==> src/rtl/hazard_ctrl.sv <==
// Pipeline sequencing controller: load-use stalls, taken-branch flushes with
// optional extra redirect cycles, and whole-pipe freezes while data memory is busy.
module hazard_ctrl #(
  parameter int EXTRA_FLUSH = 0,
  parameter int CNT_W       = 16
) (
  input  logic             clk,
  input  logic             rst,
  input  logic [4:0]       id_rs1,
  input  logic [4:0]       id_rs2,
  input  logic             id_uses_rs1,
  input  logic             id_uses_rs2,
  input  logic             ex_MemRead,
  input  logic [4:0]       ex_rd,
  input  logic             branch_taken,
  input  logic             dmem_busy,
  output logic             pc_en,
  output logic             if_id_en,
  output logic             if_id_flush,
  output logic             id_ex_en,
  output logic             id_ex_bubble,
  output logic             ex_mem_en,
  output logic             busy_state,
  output logic [CNT_W-1:0] stall_cnt,
  output logic [CNT_W-1:0] flush_cnt,
  output logic [CNT_W-1:0] freeze_cnt
);

  typedef enum logic {
    ST_RUN   = 1'b0,
    ST_FLUSH = 1'b1
  } state_e;

  localparam logic [3:0]       FCNT_INIT = 4'(EXTRA_FLUSH);
  localparam logic [CNT_W-1:0] CNT_MAX   = '1;

  state_e           state_q, state_d;
  logic [3:0]       fcnt_q, fcnt_d;
  logic [CNT_W-1:0] stall_cnt_q, stall_cnt_d;
  logic [CNT_W-1:0] flush_cnt_q, flush_cnt_d;
  logic [CNT_W-1:0] freeze_cnt_q, freeze_cnt_d;
  logic             stall_inc, flush_inc, freeze_inc;
  logic             load_use;

  // x0 is hard-wired zero, so a load targeting it can never create a hazard.
  assign load_use = ex_MemRead && (ex_rd != 5'd0) &&
                    ((id_uses_rs1 && (id_rs1 == ex_rd)) ||
                     (id_uses_rs2 && (id_rs2 == ex_rd)));

  always_comb begin
    pc_en        = 1'b1;
    if_id_en     = 1'b1;
    if_id_flush  = 1'b0;
    id_ex_en     = 1'b1;
    id_ex_bubble = 1'b0;
    ex_mem_en    = 1'b1;
    state_d      = state_q;
    fcnt_d       = fcnt_q;
    stall_inc    = 1'b0;
    flush_inc    = 1'b0;
    freeze_inc   = 1'b0;

    if (rst) begin
      pc_en        = 1'b0;
      if_id_flush  = 1'b1;
      id_ex_bubble = 1'b1;
    end else if (dmem_busy) begin
      // Freeze holds EX, so a branch seen here is re-presented after busy drops.
      pc_en      = 1'b0;
      if_id_en   = 1'b0;
      id_ex_en   = 1'b0;
      ex_mem_en  = 1'b0;
      freeze_inc = 1'b1;
    end else if (branch_taken) begin
      if_id_flush  = 1'b1;
      id_ex_bubble = 1'b1;
      flush_inc    = 1'b1;
      if (EXTRA_FLUSH == 0) begin
        state_d = ST_RUN;
        fcnt_d  = 4'd0;
      end else begin
        state_d = ST_FLUSH;
        fcnt_d  = FCNT_INIT;
      end
    end else if (state_q == ST_FLUSH) begin
      if_id_flush  = 1'b1;
      id_ex_bubble = 1'b1;
      flush_inc    = 1'b1;
      if (fcnt_q <= 4'd1) begin
        state_d = ST_RUN;
        fcnt_d  = 4'd0;
      end else begin
        fcnt_d = fcnt_q - 4'd1;
      end
    end else if (load_use) begin
      pc_en        = 1'b0;
      if_id_en     = 1'b0;
      id_ex_bubble = 1'b1;
      stall_inc    = 1'b1;
    end

    stall_cnt_d  = (stall_inc  && (stall_cnt_q  != CNT_MAX)) ? stall_cnt_q  + 1'b1 : stall_cnt_q;
    flush_cnt_d  = (flush_inc  && (flush_cnt_q  != CNT_MAX)) ? flush_cnt_q  + 1'b1 : flush_cnt_q;
    freeze_cnt_d = (freeze_inc && (freeze_cnt_q != CNT_MAX)) ? freeze_cnt_q + 1'b1 : freeze_cnt_q;
  end

  always_ff @(posedge clk) begin
    if (rst) begin
      state_q      <= ST_RUN;
      fcnt_q       <= 4'd0;
      stall_cnt_q  <= '0;
      flush_cnt_q  <= '0;
      freeze_cnt_q <= '0;
    end else begin
      state_q      <= state_d;
      fcnt_q       <= fcnt_d;
      stall_cnt_q  <= stall_cnt_d;
      flush_cnt_q  <= flush_cnt_d;
      freeze_cnt_q <= freeze_cnt_d;
    end
  end

  assign busy_state = (state_q == ST_FLUSH);
  assign stall_cnt  = stall_cnt_q;
  assign flush_cnt  = flush_cnt_q;
  assign freeze_cnt = freeze_cnt_q;

endmodule
==> config.mk <==
export PLATFORM = sky130hd
export DESIGN_NAME = hazard_ctrl
export DESIGN_NICKNAME = d
export VERILOG_FILES = /design/src/rtl/hazard_ctrl.sv
export SDC_FILE = /design/constraint.sdc
export NUM_CORES = 1
export LEC_CHECK = 0
export ABC_AREA = 1
export CORE_MARGIN = 2
export CORE_UTILIZATION = 35
export DETAILED_ROUTE_END_ITERATION = 16
export GPL_TIMING_DRIVEN = 0
export PLACE_DENSITY = 0.72
export SLEW_MARGIN = 0
export SYNTH_ARGS = -nofsm -noshare
export SYNTH_HDL_FRONTEND = slang
export SYNTH_SLANG_ARGS = --single-unit
==> constraint.sdc <==
create_clock -name clk -period 2.2 [get_ports clk]
set_input_delay 0.44 -clock clk [delete_from_list [all_inputs] [get_ports clk]]
set_output_delay 0.44 -clock clk [all_outputs]
set_load 0.005 [all_outputs]
Word level (Yosys, flattened, before mapping)
Index checks and enable logic that the tools add are counted.
W data, S select, Z words.
{ "classes": {"n_eq_ne": 5, "muxes": 30, "n_bitwise": 1, "n_lt_le_gt_ge": 1, "n_addsub": 4, "n_reduce_logical": 11, "multipliers": 0, "shift": 0, "n_div": 0} }
{ "op_table": {"columns": ["op", "count"], "rows": [
  ["$add A16 B1 Y16 const B", 3],
  ["$ne A16 B16 Y1 const B", 3],
  ["$mux W1", 27],
  ["$mux W4", 3],
  ["$eq A5 B5 Y1", 2],
  ["$logic_and A1 B1 Y1", 7],
  ["$reduce_bool A5 Y1", 1],
  ["$le A4 B1 Y1 const B", 1],
  ["$sub A4 B1 Y4 const B", 1],
  ["$reduce_and A2 Y1", 1],
  ["$reduce_bool A2 Y1", 1],
  ["$logic_or A1 B1 Y1", 1],
  ["$not A1 Y1", 1]
]} }
{ "word_totals": {"out_inout_bits": 55, "wordCells": 57, "latchBits": 0, "register_bits": 53, "romBits": 0, "memories": 0, "ramBits": 0, "inputBits": 22} }

Longest topological paths before layout
Gate-level depths: netlist (run 1).
{ "depth": {"word_depth": 10, "depth_mapped": 12, "depth_no_buf": 11} }

Worst setup path after synthesis (run 1)
Ideal clock, no wire load.
{ "synth_path": {"kind": "reg-to-reg", "from": "reg stall_cnt_q[0] (netlist: stall_cnt[0])", "to": "reg stall_cnt_q[11] (netlist: stall_cnt[11])", "t_required_ns": 2.085, "stages_incl_launch_ff": 12, "period_less_slack_ns": 1.682, "path_buffers": 1, "setup_ns": 0.115, "setup_slack_ns": 0.518, "t_arrival_ns": 1.567, "cell_sequence": "dfxtp_1 ha_1 nand2_1 nor3_4 inv_2 nor2_4 nand3_1 nor2_2 nor2_4 buf_6 a21oi_1 nor2_1"} }
{ "synth_between": {"elab_chain_len": 2, "elab_cells_between_ends": 3, "classes_between": "add/sub: 1; eq/ne: 1; reduce/logical: 1"} }
{ "synth_rtl": {"columns": ["element", "line", "text"], "rows": [
  ["start: declaration", "39", "logic [CNT_W-1:0] stall_cnt_q, stall_cnt_d;"],
  ["start signal: assignment", "117", "stall_cnt_q <= stall_cnt_d;"],
  ["branches (longest 2 deep; another with $add A16 B1 Y16)", null, null]
]} }
Parallel ways; which one is timed is not known.
A chain may end at the register's enable or synchronous reset.

Worst setup path in the final report (run 1)
{ "layout_path": {"from": "in dmem_busy", "to": "out id_ex_en"} }
{ "layout_between": {"elab_chain_len": 2} }
{ "layout_rtl": {"columns": ["element", "line", "text"], "rows": [
  ["start: declaration", "16", "input logic dmem_busy,"],
  ["$mux W1", "67", "end else if (dmem_busy) begin"],
  ["$mux W1", "63", "if (rst) begin"],
  ["end: declaration", "20", "output logic id_ex_en,"]
]} }
No other way between the ends.

==> flow_metrics.py, run 1 <==
metrics = {
    "worst_setup_path": {
        "worst-path-max-fanout": 4,
        "critical_path.reg2reg.endpoint": "flush_cnt[15]",
        "cells_traversed_along_the_worst_timing_path": "dlygate4sd2_1 -> inv_1 -> nor2_2 -> inv_1 -> buf_4 -> clkdlybuf4s50_1",
        "crit_required_ns": 1.76,
        "setup.reg_to_reg.worst_slack_ns": 0.26,
        "crit_buf_inv": 5,
        "path_class": "input pin to output pin",
        "ff2ff_path_depth": 8,
        "cp-end-kind": "output pin",
        "critical_path.startpoint_type": "input pin",
        "critPathMaxStageDelay_ns": 0.43,
        "critical_path.top_delay_family": "buffers and inverters",
        "crit_path_top_cell_by_count": "sky130_fd_sc_hd__inv_1",
        "critPathArrivalTime_ns": 1.68,
        "r2r-start": "flush_cnt[0]",
        "crit_slowest_cell": "sky130_fd_sc_hd__clkdlybuf4s50_1",
    },
    "cells_and_area": {
        "layout.nets": 596,
        "layout.cell_area.non_filler_um2": 4100,
        "num_antenna_cells": 0,
        "final_common_cell": "sky130_fd_sc_hd__nand2_1",
        "final_layout_size_suffix_gt1_share_pct": 7.89,
        "layout.cells.most_common_list": "sky130_fd_sc_hd__nand2_1 (126), sky130_fd_sc_hd__nor2_1 (59), sky130_fd_sc_hd__inv_1 (55), sky130_fd_sc_hd__clkdlybuf4s50_1 (55), sky130_fd_sc_hd__dfxtp_1 (53)",
        "areaGrowthSynthToFinish_pct": 33.4,
    },
    "sta": {
        "fmax_ghz": 0.473,
        "max_slew.worst_pin.slew_ns": 0.510,
        "final.min_clock_period_ns": 2.12,
        "final.setup_skew_ns": 0.00725,
        "rsz0062_at_grt": "no",
        "drv_slew": 0,
        "timing.final.crit_share_pct": 96.2,
        "setup-tns-final_ns": 0,
        "setup_viol": 0,
        "timing.slew.headroom_pct": 66.0,
        "timing.final.hold_violations": 0,
    },
    "global_route": {
        "grt_util_all_layers_pct": 16.8,
        "grt_pass1_vias": 3112,
        "grt_antenna_before_repair": 0,
        "gr-total-overflow": 0,
        "wire_length_of_the_first_global_routing_pass_um": 13500,
        "grt_max_degree": 16,
    },
    "synthesis": {
        "ys_types": 33,
        "avgSynthCellArea_um2": 6.40,
        "synthXorXnorAreaFrac_pct": 5.13,
        "post_synth_and_or_nand_nor_area_fraction_pct": 36.7,
        "synth-compound-area-share_pct": 11.5,
        "synthMuxAreaShare_pct": 0,
        "syn_area_um2": 3070,
        "synth.net_count": 507,
        "yosys_register_bits": 53,
        "synth-warning-count": 0,
        "postSynthCellCount": 480,
        "dominant_combinational_cell_family_by_area_after_synthesis": "simple AND/OR/NAND/NOR gates",
        "synth_sequential_area_ratio_pct": 34.5,
        "synth_fa_ha_area_share_pct": 2.04,
    },
    "power_and_ir_drop": {
        "pwr_density_cell_nw_per_um2": 415,
        "vdd.ir_drop.worst_uv": 229,
        "report.power.total_w": 0.00170,
        "leakagePower_nw": 1.62,
    },
    "place": {
        "placer_congestion": 0.901,
        "detailedPlacementHpwl_um": 6120,
        "io_buffer_count": 76,
        "detailed_place.area_um2": 3970,
    },
    "clock_network": {
        "clk_pin_slew_ns": 0.09,
        "insertion_delay_ns": 0.30,
        "numClockSinks": 53,
        "clock_tree.buffer_depth": 2,
        "cts_hold_repair.buffers": 0,
        "cts_tree": "done",
        "htree_num_levels": 2,
        "cts_buffers": 5,
        "clock_tree.root_cell": "sky130_fd_sc_hd__clkbuf_8",
    },
    "drt": {
        "routed_wire_length_um": 8050,
        "remaining_drc_errors": 0,
        "antenna_left": 0,
        "avgViaCountPerCell": 4.85,
        "vias": 3286,
        "drt_iter0_drc": 79,
        "post_drt_wl_per_cell_um": 11.9,
        "drtPass1Iterations": 4,
    },
    "floorplanning": {
        "placement_rows": 34,
        "floorplan.die.width_um": 97.7,
        "pin_count": 77,
        "floorplan.initialDensity_pct": 35.6,
        "design.die.area_um2": 9540,
        "design.core.area_um2": 8640,
        "height_of_the_chip_um": 97.7,
    },
    "worst_hold_path": {
        "hp-start": "fcnt_q[0]",
        "timing.hold.worst_endpoint": "fcnt_q[0]",
        "holdPathStages": 2,
        "min-delay-path-class": "flop to flop",
    },
    "outcome": {
        "outcome": "complete, no violations",
    },
    "run": {
        "drv_cap": 0,
    },
}
worst register-to-register path: cells and delay by family, from the launching register on:
| family | cells | cell delay [ns] |
|---|---|---|
| compound gates | 2 | 0.31 |
| buf+inv | 2 | 0.44 |
| flops | 1 | 0.41 |
| simple gates | 3 | 0.45 |
| fa+ha+maj | 1 | 0.25 |
final cells by class:
class | count | area, um2
buffer | 11 | 67.6
clock buffer | 7 | 76.3
clock inverter | 1 | 7.51
fill | 876 | 4540
inverter | 64 | 240
multi-input combinational | 352 | 1730
sequential | 53 | 1060
tap | 108 | 135
timing repair buffer | 82 | 781
report_power, final:
| part | switching (W) | internal (W) | total (W) |
|---|---|---|---|
| clock | 0.000308 | 0.000226 | 0.000534 |
| combinational | 0.000106 | 0.0000817 | 0.000188 |
| sequential | 0.0000108 | 0.000968 | 0.000979 |
routing by layer:
metal	up-vias	global-route usage, %	share of wire, %
met2	66	29.0	47
met4	0	4.91	0.76
met1	1501	21.5	48
met5	-	0	0
li1	1713	-	-
met3	6	2.88	4.2
Yosys cell counts, drive strengths merged:
library cell / number / area, um2
nor3b: 2 / 15.0
buf: 7 / 48.8
a21oi: 46 / 230
nor3: 15 / 86.3
nor2: 66 / 268
o21bai: 1 / 7.51
or2: 1 / 6.26
ha: 5 / 62.6
a31oi: 1 / 12.5
nand3: 37 / 185
and3: 1 / 6.26
xor2: 15 / 131
dfxtp: 53 / 1060
nor4: 5 / 31.3
nand2: 129 / 487
xnor2: 3 / 26.3
inv: 64 / 240
o21ai: 17 / 85.1
nand4: 6 / 43.8
o32ai: 1 / 8.76
clkbuf: 4 / 18.8
o211a: 1 / 10.0
state kept, by name, summed over array words and instances, names as in the netlist:
name / count
flush_cnt: 16
freeze_cnt: 16
stall_cnt: 16
fcnt_q: 4
busy_state: 1
repair_timing:
item | 4_1_cts | 5_1_grt
endpoints found under the setup margin | 6 | 4
pin swaps | 8 | 6
resized for setup | 33 | 4
setup buffers | 6 | 0
worst max-delay path by stage:
stage | depth (start not counted) | end | from
2_1_floorplan | 11 | stall_cnt[11] | stall_cnt[0]
3_5_place_dp | 10 | id_ex_bubble | ex_rd[4]
4_1_cts | 10 | pc_en | id_rs2[3]
5_1_grt | 9 | pc_en | id_uses_rs1
6_report | 6 | id_ex_en | dmem_busy
3_3_place_gp | 10 | id_ex_bubble | ex_rd[1]
stage by stage:
step	worst slack [ns]	instances	util, %	hold WS (ns)
after floorplan	0.518	480	-	0.451
after CTS	0.0511	678	47.4	0.502
after global placement	-0.427	664	45.9	0.456
final	0.0841	678	47.5	0.500
after global routing	0.0288	678	47.5	0.527
after detailed placement	-0.427	664	45.9	0.461
logic make-up (layout without fill, tap and decap cells):
kind of cell | Yosys count | after routing
simple gates | 262 | 262
xor+xnor | 18 | 18
compound gates | 67 | 67
flops | 53 | 53
fa+ha+maj | 5 | 5
buf+inv | 75 | 165
(Power assumes the default switching activity.)
==> run 2: changes to the inputs <==
- clock period: 2.2 -> 2.3 ns (I/O delays scaled with it)
==> flow_metrics.py, run 2 (same netlist as run 1, synthesis figures left out) <==
metrics = {
    "floorplanning": {
        "placement_rows": 34,
        "height_of_the_chip_um": 97.7,
        "pin_count": 77,
        "floorplan.die.width_um": 97.7,
        "floorplan.initialDensity_pct": 35.6,
        "design.die.area_um2": 9540,
        "design.core.area_um2": 8640,
    },
    "global_route": {
        "global_route.usage.met2_pct": 28.7,
        "grt-busiest-layer": "met2",
        "grt_antenna_before_repair": 0,
        "grt_use_met3_pct": 2.81,
        "gr-usage-met1_pct": 21.5,
        "grt_pass1_vias": 3082,
        "grt_util_all_layers_pct": 16.7,
        "wire_length_of_the_first_global_routing_pass_um": 13400,
        "gr-total-overflow": 0,
        "grt_max_degree": 16,
    },
    "clock_network": {
        "cts_buffers": 5,
        "clock_tree.root_cell": "sky130_fd_sc_hd__clkbuf_8",
        "clock_tree.buffer_depth": 2,
        "numClockSinks": 53,
        "insertion_delay_ns": 0.30,
        "cts_tree": "done",
        "htree_num_levels": 2,
        "clk_pin_slew_ns": 0.09,
    },
    "power_and_ir_drop": {
        "vdd.ir_drop.worst_uv": 218,
        "leakagePower_nw": 1.68,
        "pwr_density_cell_nw_per_um2": 396,
    },
    "sta": {
        "timing.final.hold_violations": 0,
        "timing.final.crit_share_pct": 94.9,
        "timing.slew.headroom_pct": 65.2,
        "setup-tns-final_ns": 0,
        "setup_viol": 0,
        "fmax_ghz": 0.458,
        "drv_slew": 0,
        "final.setup_skew_ns": 0.00552,
        "worst_slack_ns": 0.118,
        "final.min_clock_period_ns": 2.18,
        "max_slew.worst_pin.slew_ns": 0.521,
    },
    "cells_and_area": {
        "final_common_cell": "sky130_fd_sc_hd__nand2_1",
        "num_antenna_cells": 0,
        "layout.cells.most_common_list": "sky130_fd_sc_hd__nand2_1 (126), sky130_fd_sc_hd__nor2_1 (58), sky130_fd_sc_hd__clkdlybuf4s50_1 (56)",
        "layout.cell_area.non_filler_um2": 4130,
        "final_layout_size_suffix_gt1_share_pct": 7.75,
        "n_fill_cell": 874,
        "layout.nets": 594,
        "finished_core_util_pct": 47.8,
        "areaGrowthSynthToFinish_pct": 34.3,
        "seqCellArea_um2": 1060,
        "multi_input_comb_area_um2": 1730,
    },
    "worst_hold_path": {
        "holdPathStages": 2,
        "min-delay-path-class": "flop to flop",
    },
    "place": {
        "detailedPlacementHpwl_um": 6120,
        "placement.setup.worst_slack_ns": -0.367,
        "io_buffer_count": 76,
        "detailed_place.area_um2": 3970,
        "placer_congestion": 0.901,
    },
    "worst_setup_path": {
        "crit_required_ns": 1.84,
        "critical_path.startpoint_type": "input pin",
        "worst-path-max-fanout": 3,
        "critPathArrivalTime_ns": 1.72,
        "cp-end-kind": "output pin",
        "path_class": "input pin to output pin",
        "ff2ff_path_depth": 8,
    },
    "drt": {
        "drt_iter0_drc": 98,
        "antenna_left": 0,
        "routed_wire_length_um": 7990,
        "drtPass1Iterations": 4,
        "vias": 3276,
        "post_drt_wl_per_cell_um": 11.8,
        "remaining_drc_errors": 0,
        "avgViaCountPerCell": 4.85,
    },
    "outcome": {
        "outcome": "complete, no violations",
    },
    "run": {
        "drv_cap": 0,
    },
}
run 2: cell count changes in the layout (fill, tap and decap cells not counted):
cell | previous run | this run
sky130_fd_sc_hd__buf_4 | 7 | 5
sky130_fd_sc_hd__nor2_1 | 59 | 58
sky130_fd_sc_hd__clkbuf_2 | 1 | 0
sky130_fd_sc_hd__clkdlybuf4s50_1 | 55 | 56
sky130_fd_sc_hd__inv_1 | 55 | 54
sky130_fd_sc_hd__dlymetal6s2s_1 | 2 | 11
sky130_fd_sc_hd__nor2_2 | 3 | 4
sky130_fd_sc_hd__dlygate4sd2_1 | 16 | 7
sky130_fd_sc_hd__inv_2 | 9 | 10
run 2: critical path, stage by stage:
cell                              delay, ns
sky130_fd_sc_hd__clkdlybuf4s50_1       0.42
sky130_fd_sc_hd__nand2_1               0.07
sky130_fd_sc_hd__nand2_1               0.05
sky130_fd_sc_hd__nor2_1                0.10
sky130_fd_sc_hd__nand3_1               0.09
sky130_fd_sc_hd__nand2_2               0.08
sky130_fd_sc_hd__nand3_2               0.09
sky130_fd_sc_hd__nand2_2               0.07
sky130_fd_sc_hd__inv_1                 0.03
sky130_fd_sc_hd__dlygate4sd2_1         0.25
run 2: cell type report:
cell class | instances | area share (%)
multi-input cells | 352 | 42.0
flip-flops and latches | 53 | 25.7
repair buffers | 80 | 19.5
inverters | 64 | 5.82
well taps | 108 | 3.28
clock buffers | 7 | 1.85
plain buffers | 11 | 1.64
clock inverters | 1 | 0.182
run 2: repair_timing:
item,4_1_cts,5_1_grt
gates cloned,0,0
endpoints found under the setup margin,5,4
hold buffers,0,0
resized for setup,22,14
setup buffers,2,2
pin swaps,4,10
run 2: final timing paths:
kind	from	endpoint	slack [ns]
setup reg to reg	flush_cnt[0]	flush_cnt[15]	0.37
hold / removal	fcnt_q[0]	fcnt_q[0]	0.50
setup / recovery	id_rs1[3]	pc_en	0.12
hold reg to reg	fcnt_q[0]	fcnt_q[0]	0.50
run 2: where the power goes:
group / total (W) / switching, W / internal [W]
sequential: 0.000936 / 0.0000102 / 0.000926
combinational: 0.000185 / 0.000102 / 0.0000832
clock: 0.000511 / 0.000295 / 0.000216
total: 0.00163 / 0.000407 / 0.00123
run 2: stage by stage:
step | std cells | hold slack [ns] | total power, W
CTS | 674 | 0.489 | 0.00166
finish | 676 | 0.499 | 0.00163
global placement | 664 | 0.456 | 0.00114
global route | 676 | 0.527 | 0.00172
floorplan | 480 | 0.451 | 0.00105
detailed placement | 664 | 0.461 | 0.00114
run 2: layer usage:
metal / vias to the layer above / part of all wire (%)
li1: 1707 / -
met1: 1490 / 47
met2: 73 / 48
met3: 6 / 4.6
met4: 0 / 0.76
met5: - / 0
==> run 3: changes to the inputs <==
- clock period: 2.3 -> 2.7 ns (I/O delays scaled with it)
==> flow_metrics.py, run 3 (same netlist as run 1, synthesis figures left out) <==
metrics = {
    "sta": {
        "final.min_clock_period_ns": 2.57,
        "final.setup_skew_ns": 0.00606,
        "timing.slew.headroom_pct": 65.5,
        "rsz0062_at_grt": "no",
        "timing.final.crit_share_pct": 95.3,
        "setup_viol": 0,
        "timing.final.hold_violations": 0,
        "max_slew.worst_pin.slew_ns": 0.517,
        "setup-tns-final_ns": 0,
        "drv_slew": 0,
        "fmax_ghz": 0.389,
    },
    "worst_setup_path": {
        "cp-startpoint": "dmem_busy",
        "crit_required_ns": 2.16,
        "path_class": "input pin to output pin",
        "critPathArrivalTime_ns": 2.03,
        "r2r-start": "flush_cnt[0]",
        "critPathMaxStageDelay_ns": 0.52,
        "critical_path.startpoint_type": "input pin",
        "worst-path-max-fanout": 4,
        "cells_traversed_along_the_worst_timing_path": "clkdlybuf4s50_1 -> inv_1 -> nor2_1 -> inv_1 -> buf_4 -> clkdlybuf4s50_1",
        "cp-end-kind": "output pin",
        "crit_slowest_cell": "sky130_fd_sc_hd__clkdlybuf4s50_1",
    },
    "floorplanning": {
        "floorplan.initialDensity_pct": 35.6,
        "height_of_the_chip_um": 97.7,
        "design.die.area_um2": 9540,
        "pin_count": 77,
        "floorplan.die.width_um": 97.7,
        "placement_rows": 34,
        "design.core.area_um2": 8640,
    },
    "cells_and_area": {
        "num_antenna_cells": 0,
        "layout.nets": 591,
        "final_layout_size_suffix_gt1_share_pct": 6.37,
        "areaGrowthSynthToFinish_pct": 32.4,
        "finalNonFillerCells": 673,
        "finished_core_util_pct": 47.1,
        "n_fill_cell": 881,
        "layout.cell_area.non_filler_um2": 4070,
        "final_common_cell": "sky130_fd_sc_hd__nand2_1",
        "layout.cells.most_common_list": "sky130_fd_sc_hd__nand2_1 (126), sky130_fd_sc_hd__clkdlybuf4s50_1 (69), sky130_fd_sc_hd__nor2_1 (61)",
    },
    "place": {
        "io_buffer_count": 76,
        "detailed_place.area_um2": 3970,
        "placer_congestion": 0.901,
        "detailedPlacementHpwl_um": 6120,
        "numPlacedInstances": 664,
    },
    "power_and_ir_drop": {
        "vdd.ir_drop.worst_uv": 184,
        "pwr_density_cell_nw_per_um2": 341,
        "leakagePower_nw": 1.58,
        "report.power.total_w": 0.00139,
    },
    "drt": {
        "remaining_drc_errors": 0,
        "antenna_left": 0,
        "met3RoutedLength_um": 349,
        "routed_wire_length_um": 7910,
        "top_signal_layer_used": "met4",
        "drt_iter0_drc": 83,
        "met2_length_um": 3710,
        "avgViaCountPerCell": 4.85,
        "wl_met1_um": 3790,
        "vias": 3263,
        "post_drt_wl_per_cell_um": 11.8,
        "drtPass1Iterations": 4,
    },
    "global_route": {
        "grt_util_all_layers_pct": 16.7,
        "grt_max_degree": 16,
        "grt_antenna_before_repair": 0,
        "wire_length_of_the_first_global_routing_pass_um": 13400,
        "gr-total-overflow": 0,
        "grt_pass1_vias": 3078,
    },
    "run": {
        "drv_cap": 0,
    },
    "clock_network": {
        "clock_tree.buffer_depth": 2,
        "insertion_delay_ns": 0.30,
        "numClockSinks": 53,
        "clk_pin_slew_ns": 0.09,
        "clock_tree.root_cell": "sky130_fd_sc_hd__clkbuf_8",
        "htree_num_levels": 2,
        "cts_tree": "done",
        "cts_hold_repair.buffers": 0,
        "cts_buffers": 5,
    },
    "worst_hold_path": {
        "min-delay-path-class": "flop to flop",
        "hp-start": "busy_state",
    },
    "outcome": {
        "outcome": "complete, no violations",
    },
}
run 3: worst paths after layout:
path | to | slack (ns) | cells after the start
hold / removal | busy_state | 0.48 | 2
setup reg to reg | flush_cnt[15] | 0.76 | 8
setup / recovery | id_ex_en | 0.13 | 6
hold reg to reg | busy_state | 0.48 | 2
run 3: metal layers:
metal / GRT usage [%] / vias up
li1: - / 1702
met1: 21.7 / 1482
met2: 28.5 / 73
met3: 2.81 / 6
met4: 4.70 / 0
met5: 0 / -
run 3: timing repair:
action | 4_1_cts | 5_1_grt
endpoints found under the hold margin | 0 | 0
buffers inserted | 0 | 1
resized for setup | 8 | 4
pin swaps | 0 | 2
endpoints found under the setup margin | 3 | 2
run 3: per-stage QoR:
step                      hold WS [ns]  setup slack, ns
after floorplan                  0.451            0.991
after global placement           0.456           -0.127
after detailed placement         0.461           -0.127
after CTS                        0.479           0.0226
after global routing             0.503           0.0289
final                            0.478            0.127
run 3: critical path, delay by kind of cell:
kind	cells	cell delay [ns]
and+or+nand+nor	1	0.18
buffers and inverters	5	1.31
run 3: power breakdown:
| part | total, W | switching, W | internal [W] |
|---|---|---|---|
| Clock | 0.000433 | 0.000249 | 0.000184 |
| Combinational | 0.000156 | 0.0000838 | 0.0000722 |
| Sequential | 0.000798 | 0.00000873 | 0.000789 |
| Total | 0.00139 | 0.000341 | 0.00105 |
run 3: layout make-up:
cell class / count / area [um2] / share of cell area (%)
Timing Repair Buffer: 77 / 763 / 18.8
Sequential cell: 53 / 1060 / 26.1
Buffer: 11 / 67.6 / 1.66
Inverter: 64 / 240 / 5.91
Tap cell: 108 / 135 / 3.32
Multi-Input combinational cell: 352 / 1720 / 42.2
Clock inverter: 1 / 7.51 / 0.185
Clock buffer: 7 / 76.3 / 1.88
